--- src/rtl/pipe_hazard_ctrl.sv ---
// pipe_hazard_ctrl: load-use stall, branch squash and memory-wait sequencing for the IF/ID, ID/EX and EX/MEM registers
module pipe_hazard_ctrl #(
  parameter int FLUSH_CYCLES = 2,
  parameter int CNT_W = 16
) (
  input  logic             clk,
  input  logic             rst,
  input  logic [4:0]       id_rs1,
  input  logic [4:0]       id_rs2,
  input  logic             id_use_rs1,
  input  logic             id_use_rs2,
  input  logic [4:0]       ex_rd,
  input  logic             ex_we,
  input  logic             ex_load,
  input  logic             ex_branch_taken,
  input  logic             mem_busy,
  output logic             pc_en,
  output logic             ifid_en,
  output logic             ifid_flush,
  output logic             idex_en,
  output logic             idex_flush,
  output logic             exmem_en,
  output logic [1:0]       state,
  output logic [CNT_W-1:0] stall_count,
  output logic [CNT_W-1:0] flush_count
);
  localparam int FW = $clog2(FLUSH_CYCLES + 1);
  typedef enum logic [1:0] {RUN, LDSTALL, FLUSH, MWAIT} state_t;
  state_t cur, nxt;
  logic [FW-1:0] fcnt, fcnt_nxt;
  logic load_use;
  assign state = cur;
  assign load_use = ex_load & ex_we & (ex_rd != 5'd0) &
                    ((id_use_rs1 & (id_rs1 == ex_rd)) | (id_use_rs2 & (id_rs2 == ex_rd)));
  always_comb begin
    {pc_en, ifid_en, idex_en, exmem_en} = 4'b1111;
    {ifid_flush, idex_flush} = 2'b00;
    nxt = RUN;
    fcnt_nxt = fcnt;
    if (rst) begin
      {pc_en, ifid_en, idex_en, exmem_en} = 4'b0000;
      {ifid_flush, idex_flush} = 2'b11;
      fcnt_nxt = '0;
    end else if (mem_busy) begin
      {pc_en, ifid_en, idex_en, exmem_en} = 4'b0000;
      nxt = (cur == FLUSH) ? FLUSH : MWAIT;
    end else if (cur == FLUSH) begin
      ifid_flush = 1'b1;
      nxt = (fcnt == FW'(1)) ? RUN : FLUSH;
      fcnt_nxt = fcnt - 1'b1;
    end else if (ex_branch_taken) begin
      // the instruction in ID is wrong-path, so the branch wins over load-use
      {ifid_flush, idex_flush} = 2'b11;
      nxt = (FLUSH_CYCLES > 1) ? FLUSH : RUN;
      fcnt_nxt = FW'(FLUSH_CYCLES - 1);
    end else if (load_use && cur != LDSTALL) begin
      {pc_en, ifid_en} = 2'b00;
      idex_flush = 1'b1;
      nxt = LDSTALL;
    end
  end
  always_ff @(posedge clk) begin
    cur <= nxt;
    fcnt <= fcnt_nxt;
    if (rst) begin
      stall_count <= '0;
      flush_count <= '0;
    end else begin
      stall_count <= stall_count + CNT_W'(!pc_en && !(&stall_count));
      flush_count <= flush_count + CNT_W'(ifid_flush && !(&flush_count));
    end
  end
endmodule
--- config.mk ---
export PLATFORM = sky130hd
export DESIGN_NAME = pipe_hazard_ctrl
export DESIGN_NICKNAME = d
export VERILOG_FILES = /design/src/rtl/pipe_hazard_ctrl.sv
export SDC_FILE = /design/constraint.sdc
export NUM_CORES = 1
export LEC_CHECK = 0
export ABC_AREA = 1
export BUFFER_PORTS_ARGS = -buffer_cell sky130_fd_sc_hd__buf_2
export CAP_MARGIN = 20
export CORE_MARGIN = 3
export CORE_UTILIZATION = 25
export CTS_CLUSTER_DIAMETER = 60
export CTS_CLUSTER_SIZE = 12
export DETAILED_ROUTE_END_ITERATION = 7
export PLACE_DENSITY = 0.47
export SYNTH_ARGS = -nofsm -noshare
export SYNTH_HDL_FRONTEND = slang
export SYNTH_SLANG_ARGS = --single-unit
--- constraint.sdc ---
create_clock -name clk -period 2 [get_ports clk]
set_input_delay 0.2 -clock clk [delete_from_list [all_inputs] [get_ports clk]]
set_output_delay 0.2 -clock clk [all_outputs]
set_load 0.03 [all_outputs]
# Word level (Yosys, flattened, before mapping)
# Cells that the tools add are included.
dict set report totals {
  ff_bits 36
  word_cells 54
  out_inout_bits 40
}
dict set report op_classes {
  muxes 24
  reduce_logical 11
  add_sub_neg 3
  n_eq_ne 5
  bitwise 7
}
# cell count
set ops {}
lappend ops {{$add A16 B1 Y16} 2}
lappend ops {{$reduce_and A16 Y1} 2}
lappend ops {{$mux W1} 18}
lappend ops {{$mux W2} 6}
lappend ops {{$eq A5 B5 Y1} 2}
lappend ops {{$and A1 B1 Y1} 5}
lappend ops {{$reduce_bool A5 Y1} 1}
lappend ops {{$logic_and A1 B1 Y1} 3}
lappend ops {{$logic_not A1 Y1} 3}
lappend ops {{$eq A2 B1 Y1 const B} 1}
lappend ops {{$eq A2 B2 Y1 const B} 1}
lappend ops {{$ne A2 B1 Y1 const B} 1}
lappend ops {{$reduce_and A2 Y1} 1}
lappend ops {{$reduce_bool A2 Y1} 1}
lappend ops {{$sub A2 B1 Y2 const B} 1}
lappend ops {{$not A1 Y1} 1}
lappend ops {{$or A1 B1 Y1} 1}

# Longest topological paths before layout
dict set report depth {
  word_depth 13
  depth_mapped 17
  mapped_depth_nobuf 17
}

# Least setup slack after synthesis
# Ideal clock, no wire load.
dict set report synth_path {
  path_kind {flip-flop to flip-flop}
  from {register cur[1], in the netlist state[1]}
  to {register flush_count[14]}
  t_arrival_ns 2.213
  slack_ns -0.326
  stages_incl_launch_ff 15
  path_buffers 0
  setup_time_ns 0.113
  cell_sequence {dfxtp_1 inv_1 or2_2 nand2_1 nand2_1 a21oi_1 ha_1 ha_1 inv_2 nor2_4 nand3_2 nor2_4 nand3_2 o21ai_1 nor2_1}
}
dict set report synth_via {
  elab_chain_cells 6
}
# element line
set synth_rtl {}
lappend synth_rtl {{start, declared} 29} ;# state_t cur, nxt;
lappend synth_rtl {{start signal, assigned} 63} ;# cur <= nxt;
lappend synth_rtl {{$eq A2 B2 Y1} 47} ;# end else if (cur == FLUSH) begin
lappend synth_rtl {{$mux W1} 47}
lappend synth_rtl {{$mux W1} 44} ;# end else if (mem_busy) begin
lappend synth_rtl {{$mux W1} 40} ;# if (rst) begin
lappend synth_rtl {{$logic_and A1 B1 Y1} 70} ;# flush_count <= flush_count + CNT_W'(ifid_flush && !(&flush_count));
lappend synth_rtl {{$add A16 B1 Y16} 70}
lappend synth_rtl {{end signal, assigned} 70}
lappend synth_rtl {{end, declared} 25} ;# output logic [CNT_W-1:0] flush_count
# Every way passes these cells.
# A chain may end at the register's enable or synchronous reset.

# Worst setup path in the final report
dict set report layout_path {
  from {register cur[1], in the netlist state[1]}
  to {register stall_count[15]}
}
dict set report layout_via {
  elab_chain_cells 10
}
# element line
set layout_rtl {}
lappend layout_rtl {{$ne A2 B1 Y1} 56} ;# end else if (load_use && cur != LDSTALL) begin
lappend layout_rtl {{$logic_and A1 B1 Y1} 56}
lappend layout_rtl {{$mux W1} 56}
lappend layout_rtl {{$mux W1} 51} ;# end else if (ex_branch_taken) begin
lappend layout_rtl {{$mux W1 *} 47}
lappend layout_rtl {{$mux W1 *} 44}
lappend layout_rtl {{$mux W1 *} 40}
lappend layout_rtl {{$logic_not A1 Y1 *} 69} ;# stall_count <= stall_count + CNT_W'(!pc_en && !(&stall_count));
lappend layout_rtl {{$logic_and A1 B1 Y1 *} 69}
lappend layout_rtl {{$add A16 B1 Y16 *} 69}
lappend layout_rtl {{end signal, assigned} 69}
lappend layout_rtl {{end, declared} 24} ;# output logic [CNT_W-1:0] stall_count,
# Mark *: on every way between the ends. The rest lies on a longest branch, timed or not.

==> results.yml <==
outcome:
  status: "finished with violations"
  violations: "negative setup slack"
cts:
  clockBufferDepth: 2
  cts.sinks: 36
  root_buffer: "clkbuf_8"
  cts_tree: "built"
  numCtsBuffers: 5
  cts.clk_slew.worst_paths_ps: 80
  clk_latency_ps: 290
  h-tree-depth: 2
  postCtsHoldBufs: 0
synth:
  syn_inst: 308
  synth_top_area_share_pct: 35.3
  ys_seq_area_share_pct: 35.3
  synth_top_cell_by_area: "dfxtp_1"
  synth_seq_cells: 36
  yosys_warnings: 0
  netlist_area_sq_um: 2040
  syn_area_per_cell_sq_um: 6.63
  synthesis.nets: 336
  synth_area_leaders: "dfxtp_1, nand2_1, inv_1, nor2_1, a21oi_1"
  synth_cell_types: 30
power_and_ir_drop:
  p_leak_nw: 1.69
  peakVddDrop_mv: 0.300
  p_per_area_nw_per_um2: 486
  seq_power_share_pct: 46.9
  p_sw_uw: 463
  pwr-share-comb_pct: 18.2
  p_int_mw: 1.12
  clkPwrFrac_pct: 34.9
  sw_frac_of_total_pct: 29.2
critical_path:
  critPathTopFamily: "simple AND/OR/NAND/NOR gates"
  slowest_stage: "dfxtp_4"
  cp-start-kind: "flip-flop"
  worstSetupEndpointType: "flip-flop"
  cp_max_fo: 3
  critPathArrivalTime_ps: 2260
  crit_path_frequent_cell: "nand3_2"
  crit_type: "reg2reg"
  critPathBufInv: 4
  worstPathCellList: "inv_2 > or2_4 > nand2_4 > inv_1 > nand3_2 > a21oi_2 > ha_2 > buf_6 > nand3_4 > buf_4 > nor3_4 > nand3_2 > or2_0 > a21oi_1"
  worstPathRequired_ps: 2220
  cp_slowest_stage_delay_ps: 350
cells_and_area:
  layout.cells.non_filler: 535
  antenna_cells: 0
  layout_commonest_cell: "nand2_1"
  layout_common_cells: "nand2_1, buf_2, buf_4, inv_1, nor2_1"
  syn_to_final_growth_pct: 60.0
  drive_gt1_share_pct: 47.8
  nFillCells: 842
  final_nets: 460
sta:
  finalMaxSlewViolations: 0
  rsz0062_at_grt: "yes"
  period_share_pct: 102
  fmax_mhz: 490
  timing.setup.tns_ps: -72.3
  hold_slack_ps: 188
  setup_viol: 4
  worst_pin_slew_ps: 274
  min_period_ps: 2040
  finalWorstSetupSlack_ps: -39.0
  slew_headroom_pct: 81.6
  skew_ps: 6.63
  hold_violations: 0
routing:
  routedWlPerCell_um: 11.0
  drtPass1Iterations: 4
  drc: 0
  vias: 2266
  ant_nets: 0
  drt-total-wl_mm: 5.87
  viasPerCell: 4.24
  drt_first_iter_violations: 58
die:
  row_count: 32
  core_area_sq_um: 7810
  start_util_pct: 26.1
  die_area_sq_um: 9280
  dieHeight_um: 96.4
  die-width_um: 96.4
  ios: 63
grt:
  grt_usage_pct: 12.9
  grt_max_degree: 23
  antenna_found_initial: 0
  grt_pass1_vias: 2075
  grt_pass1_wl_mm: 9.36
  grt_overflow: 0
place:
  port_buffers: 62
  dp.cells: 520
  dpl.hpwl_mm: 4.65
  pre_cts_ws_ps: -223
  place.gp.congestion: 0.791
flow_run:
  timing.max_cap.violations: 0
worst_hold_path:
  hold_path_class: "in2reg"
registers in the layout, indices dropped and copies added (netlist names):
signal	cells
stall_count	16
state	2
flush_count	16
fcnt	2
worst paths after layout:
| check | startpoint | to | slack (ps) | depth (start not counted) |
|---|---|---|---|---|
| setup / recovery | state[1] | stall_count[15] | -40 | 14 |
| hold / removal | mem_busy | state[0] | 190 | 3 |
| setup reg to reg | state[1] | stall_count[15] | -40 | 14 |
| hold reg to reg | fcnt[0] | fcnt[0] | 480 | 2 |
per-stage QoR:
stage	util, %	power [mW]	area (sq um)
after floorplan	-	0.923	2120
after global placement	37.6	1.03	2940
after detailed placement	37.6	1.03	2940
after CTS	39.6	1.60	3090
after global routing	41.8	1.68	3260
final	41.8	1.59	3260
layer usage:
layer,wire [um],GRT usage [%]
met1,2810,17.2
met3,234,2.89
met2,2780,21.0
met4,44,3.15
met5,0,0
timing repair:
item                       CTS  global route
setup buffers                2             5
gates resized for setup      9            36
setup endpoints to repair    7            21
pin swaps                    6            22
synth_stat cells:
cell type and instances:
xnor2_1 1, nor2_1 36, a31oi_1 2, nand2_2 3, nand3_1 12, clkbuf_1 3
nor2_2 1, ha_1 5, a21oi_1 24, xor2_1 1, nor4_1 1, inv_1 47
buf_4 2, nor3_1 8, nand4_1 6, or2_2 1, nor2_4 3, inv_2 8
clkinv_1 2, dfxtp_1 36, nand2_1 73, o21ai_1 10, nand3_2 3, or2_0 4
buf_2 1, nor3_4 3, o21ai_0 7, o31ai_1 1, nor3_2 3, nand3_4 1
layout make-up:
| cell class | count | area (sq um) | area share (%) |
|---|---|---|---|
| multi-input combinational | 209 | 1300 | 39.7 |
| clock buffer | 6 | 82.6 | 2.53 |
| sequential | 36 | 749 | 23.0 |
| inverter | 57 | 214 | 6.55 |
| clock inverter | 2 | 10.0 | 0.307 |
| timing repair buffer | 123 | 783 | 24.0 |
| tap | 102 | 128 | 3.91 |
power by group through the flow:
stage | Clock [mW] | Sequential [mW] | Combinational [mW]
floorplan | 0 | 0.797 | 0.126
global placement | 0 | 0.759 | 0.268
detailed placement | 0 | 0.759 | 0.271
CTS | 0.583 | 0.742 | 0.276
global route | 0.610 | 0.745 | 0.320
finish | 0.554 | 0.743 | 0.289
cells by family (layout without fill, tap and decap cells):
| group | after synthesis | count (layout) | share of synthesized area, % |
|---|---|---|---|
| simple gates | 158 | 158 | 37.7 |
| buf+inv | 63 | 188 | 12.0 |
| compound gates | 44 | 44 | 11.0 |
| flops | 36 | 36 | 35.3 |
| fa+ha+maj | 5 | 5 | 3.07 |
| xor+xnor | 2 | 2 | 0.859 |
worst min-delay path, stage by stage:
cell	delay, ps
buf_2	130
nand2_1	60
a21oi_1	50
Note: power is estimated with default switching activity, not from simulation.
